$ cat src/rtl/mc_arb_pkg.sv
// ---------------------------------------------------------------------------
// mc_pkg -- shared definitions for the mc_arb memory request arbiter.
//
// Contents:
//   mc_state_t      arbiter FSM state encoding (ST_IDLE, ST_ISSUE, ST_RESP)
//   DEF_NUM_PORTS   default number of requester ports
//   DEF_ADDR_W      default address width
//   DEF_DATA_W      default data width
//   clog2()         ceiling log2, never less than 1 so that index
//                   vectors always have at least one bit
// ---------------------------------------------------------------------------
package mc_pkg;

    typedef enum logic [1:0] {
        ST_IDLE  = 2'd0,
        ST_ISSUE = 2'd1,
        ST_RESP  = 2'd2
    } mc_state_t;

    localparam int DEF_NUM_PORTS = 3;
    localparam int DEF_ADDR_W    = 16;
    localparam int DEF_DATA_W    = 16;

    function automatic int clog2(input int value);
        int result;
        result = 0;
        while ((1 << result) < value) begin
            result++;
        end
        if (result < 1) begin
            result = 1;
        end
        return result;
    endfunction

endpackage

$ cat src/rtl/mc_arb_if.sv
// ---------------------------------------------------------------------------
// mc_arb_if -- bundle of requester-side and backend-side signals of mc_arb.
//
// Requester side (NUM_PORTS ports, flattened vectors):
//   port_stb_i, port_we_i, port_addr_i, port_data_i   requests into arbiter
//   port_ack_o, port_err_o, port_data_o               responses from arbiter
// Backend side (single memory port):
//   mem_stb_o, mem_we_o, mem_addr_o, mem_data_o       request to memory
//   mem_ack_i, mem_data_i                             completion from memory
//
// Modports:
//   slave  -- the arbiter's view
//   master -- the environment's view (requesters plus memory backend)
// ---------------------------------------------------------------------------
interface mc_arb_if
    import mc_pkg::*;
#(
    parameter int NUM_PORTS = DEF_NUM_PORTS,
    parameter int ADDR_W    = DEF_ADDR_W,
    parameter int DATA_W    = DEF_DATA_W
);

    logic [NUM_PORTS-1:0]        port_stb_i;
    logic [NUM_PORTS-1:0]        port_we_i;
    logic [NUM_PORTS*ADDR_W-1:0] port_addr_i;
    logic [NUM_PORTS*DATA_W-1:0] port_data_i;
    logic [NUM_PORTS-1:0]        port_ack_o;
    logic [NUM_PORTS-1:0]        port_err_o;
    logic [DATA_W-1:0]           port_data_o;

    logic                        mem_stb_o;
    logic                        mem_we_o;
    logic [ADDR_W-1:0]           mem_addr_o;
    logic [DATA_W-1:0]           mem_data_o;
    logic                        mem_ack_i;
    logic [DATA_W-1:0]           mem_data_i;

    modport slave (
        input  port_stb_i, port_we_i, port_addr_i, port_data_i,
        output port_ack_o, port_err_o, port_data_o,
        output mem_stb_o, mem_we_o, mem_addr_o, mem_data_o,
        input  mem_ack_i, mem_data_i
    );

    modport master (
        output port_stb_i, port_we_i, port_addr_i, port_data_i,
        input  port_ack_o, port_err_o, port_data_o,
        input  mem_stb_o, mem_we_o, mem_addr_o, mem_data_o,
        output mem_ack_i, mem_data_i
    );

endinterface

$ cat src/rtl/mc_arb_rr_arbiter.sv
// ---------------------------------------------------------------------------
// mc_rr_arbiter -- round-robin grant search with registered last-grant pointer.
//
// Ports:
//   clk     in   clock
//   rst_n   in   asynchronous active-low reset
//   req     in   NUM_PORTS request vector
//   update  in   commit the current grant as the new last-grant pointer
//   grant   out  index of the winning port (valid only with 'valid')
//   valid   out  at least one port is requesting
//
// The search starts one past the last granted port and wraps, so the port
// that just won has the lowest priority next time. After reset the pointer
// sits on the highest port, which makes port 0 the first winner.
// ---------------------------------------------------------------------------
module mc_rr_arbiter
    import mc_pkg::*;
#(
    parameter int NUM_PORTS = DEF_NUM_PORTS,
    localparam int IDX_W    = clog2(NUM_PORTS)
) (
    input  logic                 clk,
    input  logic                 rst_n,
    input  logic [NUM_PORTS-1:0] req,
    input  logic                 update,
    output logic [IDX_W-1:0]     grant,
    output logic                 valid
);

    logic [IDX_W-1:0] last_grant;

    // Walk the ports in priority order; the first requester found wins.
    always_comb begin
        int cand;
        grant = '0;
        valid = 1'b0;
        cand  = 0;
        for (int off = 1; off <= NUM_PORTS; off++) begin
            cand = int'(last_grant) + off;
            if (cand >= NUM_PORTS) begin
                cand = cand - NUM_PORTS;
            end
            if (!valid && req[cand[IDX_W-1:0]]) begin
                valid = 1'b1;
                grant = cand[IDX_W-1:0];
            end
        end
    end

    always_ff @(posedge clk or negedge rst_n) begin
        if (!rst_n) begin
            last_grant <= IDX_W'(NUM_PORTS - 1);
        end else if (update) begin
            last_grant <= grant;
        end
    end

endmodule

$ cat src/rtl/mc_arb.sv
// ---------------------------------------------------------------------------
// mc_arb -- N-port round-robin memory request arbiter, one transaction in
// flight, with per-port read-only protection.
//
// Ports:
//   sys_clk   in   clock, everything on the rising edge
//   sys_rst   in   asynchronous active-low reset
//   bus       mc_arb_if.slave: requester stb/we/addr/data in, ack/err/data
//             out; backend stb/we/addr/data out, ack/data in
//
// Optional build macro MC_ARB_TIMEOUT_EN: when defined, a request that the
// backend leaves unanswered for TIMEOUT cycles is completed with an error.
// Without it the arbiter waits for the backend indefinitely.
// ---------------------------------------------------------------------------
module mc_arb
    import mc_pkg::*;
#(
    parameter int                   NUM_PORTS = DEF_NUM_PORTS,
    parameter int                   ADDR_W    = DEF_ADDR_W,
    parameter int                   DATA_W    = DEF_DATA_W,
    parameter logic [NUM_PORTS-1:0] RO_MASK   = {{(NUM_PORTS-1){1'b0}}, 1'b1},
    parameter int                   TIMEOUT   = 255
) (
    input  logic   sys_clk,
    input  logic   sys_rst,
    mc_arb_if.slave bus
);

    localparam int IDX_W = clog2(NUM_PORTS);

    if (NUM_PORTS < 2 || NUM_PORTS > 8 || TIMEOUT < 1) begin : g_bad_cfg
        $error("mc_arb: NUM_PORTS must be 2..8 and TIMEOUT at least 1");
    end

    mc_state_t         state;
    mc_state_t         state_nxt;
    logic [IDX_W-1:0]  arb_grant;
    logic              arb_valid;
    logic              arb_update;
    logic [IDX_W-1:0]  grant_r;
    logic              we_r;
    logic              err_r;
    logic [ADDR_W-1:0] addr_r;
    logic [DATA_W-1:0] wdata_r;
    logic [DATA_W-1:0] rdata_r;
    logic              sel_we;
    logic              sel_reject;
    logic [ADDR_W-1:0] sel_addr;
    logic [DATA_W-1:0] sel_data;
    logic              timed_out;

    mc_rr_arbiter #(
        .NUM_PORTS (NUM_PORTS)
    ) u_rr (
        .clk    (sys_clk),
        .rst_n  (sys_rst),
        .req    (bus.port_stb_i),
        .update (arb_update),
        .grant  (arb_grant),
        .valid  (arb_valid)
    );

    assign sel_we     = bus.port_we_i[arb_grant];
    assign sel_addr   = bus.port_addr_i[int'(arb_grant)*ADDR_W +: ADDR_W];
    assign sel_data   = bus.port_data_i[int'(arb_grant)*DATA_W +: DATA_W];
    // A write from a read-only port never reaches the backend.
    assign sel_reject = sel_we && RO_MASK[arb_grant];

`ifdef MC_ARB_TIMEOUT_EN
    localparam int TO_W = (clog2(TIMEOUT + 1) > 8) ? clog2(TIMEOUT + 1) : 8;

    logic [TO_W-1:0] to_cnt;

    // Counts ISSUE cycles; sits at zero whenever no request is outstanding.
    always_ff @(posedge sys_clk or negedge sys_rst) begin
        if (!sys_rst) begin
            to_cnt <= '0;
        end else if (state != ST_ISSUE) begin
            to_cnt <= '0;
        end else begin
            to_cnt <= to_cnt + TO_W'(1);
        end
    end

    // Fires in the last allowed ISSUE cycle; a same-cycle ack takes priority.
    assign timed_out = (state == ST_ISSUE) && (to_cnt == TO_W'(TIMEOUT - 1));
`else
    assign timed_out = 1'b0;
`endif

    always_ff @(posedge sys_clk or negedge sys_rst) begin
        if (!sys_rst) begin
            state <= ST_IDLE;
        end else begin
            state <= state_nxt;
        end
    end

    // Next-state logic; the arbiter pointer advances only when a grant is taken.
    always_comb begin
        state_nxt  = state;
        arb_update = 1'b0;
        case (state)
            ST_IDLE: begin
                if (arb_valid) begin
                    arb_update = 1'b1;
                    state_nxt  = sel_reject ? ST_RESP : ST_ISSUE;
                end
            end
            ST_ISSUE: begin
                if (bus.mem_ack_i || timed_out) begin
                    state_nxt = ST_RESP;
                end
            end
            ST_RESP: begin
                state_nxt = ST_IDLE;
            end
            default: begin
                state_nxt = ST_IDLE;
            end
        endcase
    end

    // Transaction registers: latched at grant, read data captured on backend ack.
    always_ff @(posedge sys_clk or negedge sys_rst) begin
        if (!sys_rst) begin
            grant_r <= '0;
            we_r    <= 1'b0;
            err_r   <= 1'b0;
            addr_r  <= '0;
            wdata_r <= '0;
            rdata_r <= '0;
        end else if (state == ST_IDLE && arb_valid) begin
            grant_r <= arb_grant;
            we_r    <= sel_we;
            err_r   <= sel_reject;
            addr_r  <= sel_addr;
            wdata_r <= sel_data;
            rdata_r <= '0;
        end else if (state == ST_ISSUE) begin
            if (bus.mem_ack_i) begin
                if (!we_r) begin
                    rdata_r <= bus.mem_data_i;
                end
            end else if (timed_out) begin
                err_r <= 1'b1;
            end
        end
    end

    // Outputs are decoded from state so reset clears them immediately.
    always_comb begin
        bus.port_ack_o  = '0;
        bus.port_err_o  = '0;
        bus.port_data_o = '0;
        bus.mem_stb_o   = 1'b0;
        bus.mem_we_o    = 1'b0;
        bus.mem_addr_o  = '0;
        bus.mem_data_o  = '0;
        case (state)
            ST_ISSUE: begin
                bus.mem_stb_o  = 1'b1;
                bus.mem_we_o   = we_r;
                bus.mem_addr_o = addr_r;
                bus.mem_data_o = wdata_r;
            end
            ST_RESP: begin
                bus.port_ack_o[grant_r] = 1'b1;
                bus.port_err_o[grant_r] = err_r;
                bus.port_data_o         = rdata_r;
            end
            default: begin
            end
        endcase
    end

endmodule

$ cat src/flat_wrapper.sv
// flat-port wrapper written by rule: the top's interface ports become plain ports
module mc_arb_flat import mc_pkg::*;
#(
    parameter int                   NUM_PORTS = DEF_NUM_PORTS,
    parameter int                   ADDR_W    = DEF_ADDR_W,
    parameter int                   DATA_W    = DEF_DATA_W,
    parameter logic [NUM_PORTS-1:0] RO_MASK   = {{(NUM_PORTS-1){1'b0}}, 1'b1},
    parameter int                   TIMEOUT   = 255
)
  (sys_clk, sys_rst, bus_port_stb_i, bus_port_we_i, bus_port_addr_i, bus_port_data_i, bus_port_ack_o, bus_port_err_o, bus_port_data_o, bus_mem_stb_o, bus_mem_we_o, bus_mem_addr_o, bus_mem_data_o, bus_mem_ack_i, bus_mem_data_i);
  mc_arb_if #(.NUM_PORTS(NUM_PORTS), .ADDR_W(ADDR_W), .DATA_W(DATA_W)) bus_i ();
  input  logic sys_clk;
  input  logic sys_rst;
  input wire logic [$bits(bus_i.port_stb_i)-1:0] bus_port_stb_i;
  input wire logic [$bits(bus_i.port_we_i)-1:0] bus_port_we_i;
  input wire logic [$bits(bus_i.port_addr_i)-1:0] bus_port_addr_i;
  input wire logic [$bits(bus_i.port_data_i)-1:0] bus_port_data_i;
  output wire logic [$bits(bus_i.port_ack_o)-1:0] bus_port_ack_o;
  output wire logic [$bits(bus_i.port_err_o)-1:0] bus_port_err_o;
  output wire logic [$bits(bus_i.port_data_o)-1:0] bus_port_data_o;
  output wire logic [$bits(bus_i.mem_stb_o)-1:0] bus_mem_stb_o;
  output wire logic [$bits(bus_i.mem_we_o)-1:0] bus_mem_we_o;
  output wire logic [$bits(bus_i.mem_addr_o)-1:0] bus_mem_addr_o;
  output wire logic [$bits(bus_i.mem_data_o)-1:0] bus_mem_data_o;
  input wire logic [$bits(bus_i.mem_ack_i)-1:0] bus_mem_ack_i;
  input wire logic [$bits(bus_i.mem_data_i)-1:0] bus_mem_data_i;
  assign bus_i.port_stb_i = bus_port_stb_i;
  assign bus_i.port_we_i = bus_port_we_i;
  assign bus_i.port_addr_i = bus_port_addr_i;
  assign bus_i.port_data_i = bus_port_data_i;
  assign bus_port_ack_o = bus_i.port_ack_o;
  assign bus_port_err_o = bus_i.port_err_o;
  assign bus_port_data_o = bus_i.port_data_o;
  assign bus_mem_stb_o = bus_i.mem_stb_o;
  assign bus_mem_we_o = bus_i.mem_we_o;
  assign bus_mem_addr_o = bus_i.mem_addr_o;
  assign bus_mem_data_o = bus_i.mem_data_o;
  assign bus_i.mem_ack_i = bus_mem_ack_i;
  assign bus_i.mem_data_i = bus_mem_data_i;
  mc_arb #(.NUM_PORTS(NUM_PORTS), .ADDR_W(ADDR_W), .DATA_W(DATA_W), .RO_MASK(RO_MASK), .TIMEOUT(TIMEOUT)) u_core (.sys_clk(sys_clk), .sys_rst(sys_rst), .bus(bus_i));
endmodule
$ cat config.mk
export PLATFORM = sky130hd
export DESIGN_NAME = mc_arb_flat
export DESIGN_NICKNAME = d
export VERILOG_FILES = /design/src/rtl/mc_arb_pkg.sv /design/src/rtl/mc_arb_if.sv /design/src/rtl/mc_arb_rr_arbiter.sv /design/src/rtl/mc_arb.sv /design/src/flat_wrapper.sv
export SDC_FILE = /design/constraint.sdc
export NUM_CORES = 1
export LEC_CHECK = 0
export BUFFER_PORTS_ARGS = -buffer_cell sky130_fd_sc_hd__buf_2
export CORE_UTILIZATION = 50
export DETAILED_ROUTE_END_ITERATION = 6
export GPL_ROUTABILITY_DRIVEN = 0
export GPL_TIMING_DRIVEN = 1
export PLACE_DENSITY = 0.84
export SLEW_MARGIN = 20
export SYNTH_ARGS = -nofsm -noshare
export SYNTH_HDL_FRONTEND = slang
export SYNTH_HIERARCHICAL = 1
export SYNTH_SLANG_ARGS = --single-unit
$ cat constraint.sdc
create_clock -name sys_clk -period 5.9 [get_ports sys_clk]
set_clock_uncertainty 0.05 [all_clocks]
set_input_delay 0 -clock sys_clk [delete_from_list [all_inputs] [get_ports sys_clk]]
set_output_delay 0 -clock sys_clk [all_outputs]
set_load 0.01 [all_outputs]
==> metrics.cfg, run 1 <==
[yosys]
synth_cell_types=37
synth_area_um2=3446
synth-edff-count=0
yosys_warnings=6
yosys.area.top_type=dfrtp_1
yosysMostFrequentCell=dfrtp_1
synth.area.top_cells=dfrtp_1, mux2i_1, and2_1
synth-seq-area-share=0.4070
ys_seq_elements=56
synth_common_cells=dfrtp_1, and2_1, nor2_1
synth_nets=494
synth_top_area_share=0.3994
async_reset_ff_frac=1.000
synth.avg_cell_area_um2=9.313
synthCells=370
ys.flop_type=dfrtp_1

[timing]
whs_ns=0.02067
slew_violations=0
rsz0062_at_grt=false
fmax_ghz=0.2756
fin_ws_ns=2.271
max-slew-margin-rel=0.4664
finalSetupTns_ns=0
setup_viol=0
fin_crit_ns=3.629
final_hold_viol_count=0
worstMarginPinSlew_ns=0.7988
fin_crit_sh=0.6151

[final_layout]
seqCellArea_um2=1403
final_net_count=707
syn2layout_area_growth_pct=43.75
diodes=0
drive_gt1_frac=0.3733
multi_input_area_um2=1877
fillCellCount=458

[job]
maxCapViolations=0

[global_routing]
track_usage=0.2639
first_global_vias=3407
grt_pass1_wl_mm=15.17
antenna_found_initial=0
grt-ovfl-total=0
grt_max_degree=57

[floorplan]
die_h_um=85.02
num_rows=29
ios=177
die_w_um=85.02
initial_core_util=0.5305
dieArea_um2=7228
fp.coreArea_um2=6495

[worst_setup_path]
r2r_cells=11
worstSetupStartpoint=u_core/u_rr/last_grant[0]$_DFFE_PN0P_
max_stage_delay_ns=0.56
end_kind=flop
crit_family=compound AO/OA/AOI/OAI gates
critical_path_class=reg2reg
crit_buf_inv=3
critical-path-slowest-cell=o21ai_4
worst-r2r-setup-slack_ns=2.27
worstPathArrival_ns=3.73
crit_fanout=24
reg2reg_from=u_core/u_rr/last_grant[0]$_DFFE_PN0P_
start_kind=flop
rr_endpoint=u_core/wdata_r[3]$_DFFE_PN0P_
required_ns=6.01
cp.depth=11
path_cells=inv_1, ha_1, nand2b_4, a32oi_2, nand3_1, o21ai_4, buf_4, nor2b_2, buf_4, nand2_1, a31oi_1
crit_end=u_core/wdata_r[3]$_DFFE_PN0P_
crit_top_cell=buf_4

[drt]
drc=0
vias=3401
detail-route-antenna-nets=0
dr.pass1.iters=4
drt_iter0_drc=123
detail_route.wirelength_mm=9.604
post_drt_wl_per_cell_um=14.53
routed_via_density=5.145

[placed_design]
place_ws_ns=2.322
io_buffers=176
dp_hpwl_mm=6.219

[clock_network]
cts.clk_slew.worst_paths_ns=0.10
cts_setup_buffers=0
cts_tree=built
numClockSinks=56
cts_buffers=5
worst_skew_pair.late_latency_ns=0.30
h-tree-depth=2
cts_buffer_depth=2
clock-root-buffer=clkbuf_8

[power_and_ir_drop]
p_int_uw=1384
switching_share=0.4289
p_leak_uw=0.002469
p_seq_frac=0.280
pwr-share-clk=0.111
pwr-share-comb=0.609
power.switching_uw=1039
ir_worst_vdd_mv=0.2783
p_per_area_nw_per_um2=489.2

[outcome]
status=finished clean

[hold_path]
hold_class=in2reg

==> power groups by stage <==
stage               combinational, uW  sequential [uW]  clock [uW]
finish                           1480              678         269
floorplan                        1170              649           0
global route                     1630              703         290
detailed placement               1440              683           0
global placement                 1390              668           0
CTS                              1470              675         275
==> sequential cells by signal, summed over array words and instances (netlist names) <==
register	count
u_core/wdata_r	16
u_core/addr_r	16
u_core/state	2
u_core/we_r	1
u_core/grant_r	2
u_core/rdata_r	16
u_core/err_r	1
u_core/u_rr/last_grant	2
==> cells by family after synthesis <==
family / count (synthesis) / synth area share
AO/OA/AOI/OAI: 61 / 0.1285
buffers and inverters: 31 / 0.05701
multiplexers: 38 / 0.1129
adder cells (fa/ha/maj): 3 / 0.01089
AND/OR/NAND/NOR: 180 / 0.2810
flip-flops: 56 / 0.4070
XOR/XNOR: 1 / 0.002542
==> how the worst min path moves through the flow <==
| stage | from | to | slack, ns | cells past startpoint |
|---|---|---|---|---|
| 3_5_place_dp | sys_rst | u_core/rdata_r[15]$_DFFE_PN0P_ | 0.13 | 2 |
| 6_report | bus_port_stb_i[2] | u_core/u_rr/last_grant[1]$_DFFE_PN1P_ | 0.02 | 3 |
| 2_1_floorplan | sys_rst | u_core/addr_r[0]$_DFFE_PN0P_ | -0.35 | 0 |
| 5_1_grt | bus_port_stb_i[2] | u_core/u_rr/last_grant[1]$_DFFE_PN1P_ | 0.05 | 3 |
| 3_3_place_gp | sys_rst | u_core/addr_r[2]$_DFFE_PN0P_ | 0.12 | 2 |
| 4_1_cts | bus_port_stb_i[2] | u_core/u_rr/last_grant[1]$_DFFE_PN1P_ | 0.01 | 3 |
==> stage by stage <==
stage / util / area, um^2 / total power, uW / cells
after floorplan: - / 3446 / 1817 / 370
after global placement: 0.6638 / 4312 / 2057 / 602
after detailed placement: 0.6638 / 4312 / 2120 / 602
after CTS: 0.7619 / 4949 / 2416 / 661
after global routing: 0.7627 / 4954 / 2624 / 661
final: 0.7627 / 4954 / 2423 / 661
==> cell usage in the layout (no fill, tap or decap), types with 6 or more instances in the layout <==
master / synthesis / routed
a22o_1: 16 / 16
a31oi_1: 33 / 33
and2_1: 54 / 54
buf_2: 10 / 176
buf_4: 5 / 6
clkbuf_8: 0 / 7
dfrtp_1: 55 / 55
dlygate4sd3_1: 0 / 51
mux2i_1: 34 / 34
nand2_1: 36 / 36
nor2_1: 37 / 37
or2_1: 20 / 20
or2_2: 13 / 13
==> worst reg2reg max path: cells and delay by family, from the launching register on <==
kind / cells / cell delay [ns]
compound gates: 3 / 0.96
fa+ha+maj: 1 / 0.47
buf+inv: 3 / 0.87
simple gates: 4 / 0.70
flops: 1 / 0.45
==> routing by layer <==
| metal | wire length, um | share of wire | vias to the layer above | GRT usage |
|---|---|---|---|---|
| met5 | 0 | 0 | - | 0 |
| met4 | 218 | 0.023 | 0 | 0.09861 |
| met3 | 499 | 0.052 | 18 | 0.03502 |
| met2 | 4915 | 0.51 | 133 | 0.5015 |
| met1 | 3970 | 0.41 | 1571 | 0.2993 |
| li1 | - | - | 1679 | - |
==> timing repair <==
| item | CTS | global route |
|---|---|---|
| gates resized for setup | 0 | 0 |
| hold buffers | 51 | 0 |
| hold endpoints to repair | 106 | 0 |
==> cell type report <==
class | instances | area share
multi-input cells | 283 | 0.3789
repair buffers | 233 | 0.2900
flip-flops and latches | 56 | 0.2832
clock buffers | 7 | 0.01945
well taps | 77 | 0.01945
clock inverters | 1 | 0.006062
inverters | 4 | 0.003031
(Power assumes the default switching activity.)
==> run 2: changes to the inputs <==
- CORE_UTILIZATION: 50 -> 42
- PLACE_DENSITY: 0.84 -> 0.75
- clock period: 5.9 -> 3.03 ns (I/O delays scaled with it)
==> run 2 against run 1 <==
  * First-iteration DRC count down 12%
  * Sequential share of layout area down 0.33 points
  * Combinational power up 100%
  * Utilization down 12 points
  * Critical endpoint is now u_core/wdata_r[14]$_DFFE_PN0P_
  * Clock-buffer cell count unchanged
  * Flip-flop and latch count unchanged
  * Critical path type unchanged
  * Non-clock buffer count up 5
  * Sequential power up 93%
  * Register-to-register slack worse by 2.0 ns
==> metrics.cfg, run 2 (synthesized netlist as in run 1, its figures left out) <==
[worst_setup_path]
crit_family=compound AO/OA/AOI/OAI gates
start_kind=flop
crit_buf_inv=2
critical-path-slowest-cell=dfrtp_1
path_cells=inv_1, ha_2, nand2b_4, a32oi_2, nand3_1, o21ai_4, buf_6, mux2i_1, or2_1, a31oi_1
crit_fanout=17
required_ns=3.20
max_stage_delay_ns=0.45
end_kind=flop
worstPathArrival_ns=2.94
critical_path_class=reg2reg

[timing]
rsz0062_at_grt=false
fin_crit_sh=0.9134
slew_violations=0
fmax_ghz=0.3613
fin_crit_ns=2.768
max-slew-margin-rel=0.4765
setup_viol=0
finalSetupTns_ns=0
fin_ws_ns=0.2623
final_hold_viol_count=0
worstMarginPinSlew_ns=0.7836

[job]
maxCapViolations=0

[global_routing]
grt_pass1_wl_mm=15.36
track_usage=0.2285
first_global_vias=3360
grt_max_degree=49
antenna_found_initial=0
grt-ovfl-total=0

[power_and_ir_drop]
p_per_area_nw_per_um2=939.8
ir_worst_vdd_mv=0.4268
power.switching_uw=2021
pwr-share-comb=0.632
p_seq_frac=0.278
p_leak_uw=0.002482
switching_share=0.4291
p_int_uw=2689
pwr-share-clk=0.090

[drt]
detail_route.wirelength_mm=9.530
routed_via_density=4.959
vias=3422
detail-route-antenna-nets=0
post_drt_wl_per_cell_um=13.81
dr.pass1.iters=4
drc=0
drt_iter0_drc=108

[final_layout]
reg.largest.list=u_core/addr_r (16), u_core/rdata_r (16), u_core/wdata_r (16)
diodes=0
drive_gt1_frac=0.3810
syn2layout_area_growth_pct=45.46
final_net_count=712
mostFrequentLayoutCell=buf_2
layout_common_cells=buf_2, dfrtp_1, and2_1, dlygate4sd3_1, nor2_1

[clock_network]
worst_skew_pair.late_latency_ns=0.30
cts_tree=built
numClockSinks=56
clock-root-buffer=clkbuf_8
cts_buffers=5
h-tree-depth=2
cts_setup_buffers=0
cts.clk_slew.worst_paths_ns=0.10
cts_buffer_depth=2

[placed_design]
io_buffers=176
place_ws_ns=0.1658
dp_hpwl_mm=6.640

[floorplan]
dieArea_um2=8570
fp.coreArea_um2=7848
die_h_um=92.58
num_rows=32
initial_core_util=0.4391
die_w_um=92.58
ios=177

[hold_path]
hold_class=in2reg

[outcome]
status=finished clean

run 2: changes by cell type in the layout (fill, tap and decap cells not counted), sizes merged:
| cell | before | now |
|---|---|---|
| bufinv | 1 | 0 |
| buf | 182 | 187 |
run 2: per-layer routing:
metal | global-route usage | share of wire
met3 | 0.03612 | 0.052
met1 | 0.2696 | 0.40
met2 | 0.4136 | 0.52
met4 | 0.08724 | 0.027
met5 | 0 | 0
run 2: final cells by class:
class | count | area, um^2
repair buffers | 238 | 1493
flip-flops and latches | 56 | 1403
clock buffers | 7 | 96.34
fillers | 653 | 2835
multi-input cells | 283 | 1878
inverters | 4 | 15.01
well taps | 102 | 127.6
run 2: what timing repair did:
| item | 4_1_cts | 5_1_grt |
|---|---|---|
| hold buffers | 51 | 0 |
| endpoints found under the setup margin | 0 | 34 |
| gates resized for setup | 0 | 3 |
| endpoints found under the hold margin | 97 | 0 |
run 2: power groups by stage:
stage / Clock, uW / Sequential, uW / Combinational [uW]
after floorplan: 0 / 1260 / 2270
after global placement: 0 / 1300 / 2840
after detailed placement: 0 / 1320 / 2900
after CTS: 446 / 1310 / 2960
after global routing: 473 / 1360 / 3300
final: 426 / 1310 / 2980
run 2: tightest hold or removal path, cell delays in order:
cell and delay [ns]:
buf_2 0.09, mux2i_1 0.10, or2_1 0.11, a31oi_1 0.07
run 2: worst paths after layout:
check | startpoint | end | slack, ns | cells past startpoint
setup reg to reg | u_core/u_rr/last_grant[0]$_DFFE_PN0P_ | u_core/wdata_r[14]$_DFFE_PN0P_ | 0.26 | 10
hold reg to reg | u_core/rdata_r[13]$_DFFE_PN0P_ | u_core/rdata_r[13]$_DFFE_PN0P_ | 0.45 | 1
setup / recovery | u_core/u_rr/last_grant[0]$_DFFE_PN0P_ | u_core/wdata_r[14]$_DFFE_PN0P_ | 0.26 | 10
min in group asynchronous | sys_rst | u_core/addr_r[0]$_DFFE_PN0P_ | 0.20 | 2
hold / removal | bus_port_data_i[10] | u_core/wdata_r[10]$_DFFE_PN0P_ | 0.04 | 4
max in group asynchronous | sys_rst | u_core/rdata_r[5]$_DFFE_PN0P_ | 2.17 | 3
run 2: per-stage QoR:
| stage | util | total power, uW | hold slack, ns | area, um^2 | instances |
|---|---|---|---|---|---|
| after floorplan | - | 3537 | -0.3456 | 3446 | 370 |
| after global placement | 0.5598 | 4143 | 0.1739 | 4393 | 632 |
| after detailed placement | 0.5598 | 4222 | 0.1817 | 4393 | 632 |
| after CTS | 0.6371 | 4708 | 0.02268 | 5000 | 690 |
| after global routing | 0.6387 | 5128 | 0.03815 | 5012 | 690 |
| final | 0.6387 | 4711 | 0.04236 | 5012 | 690 |
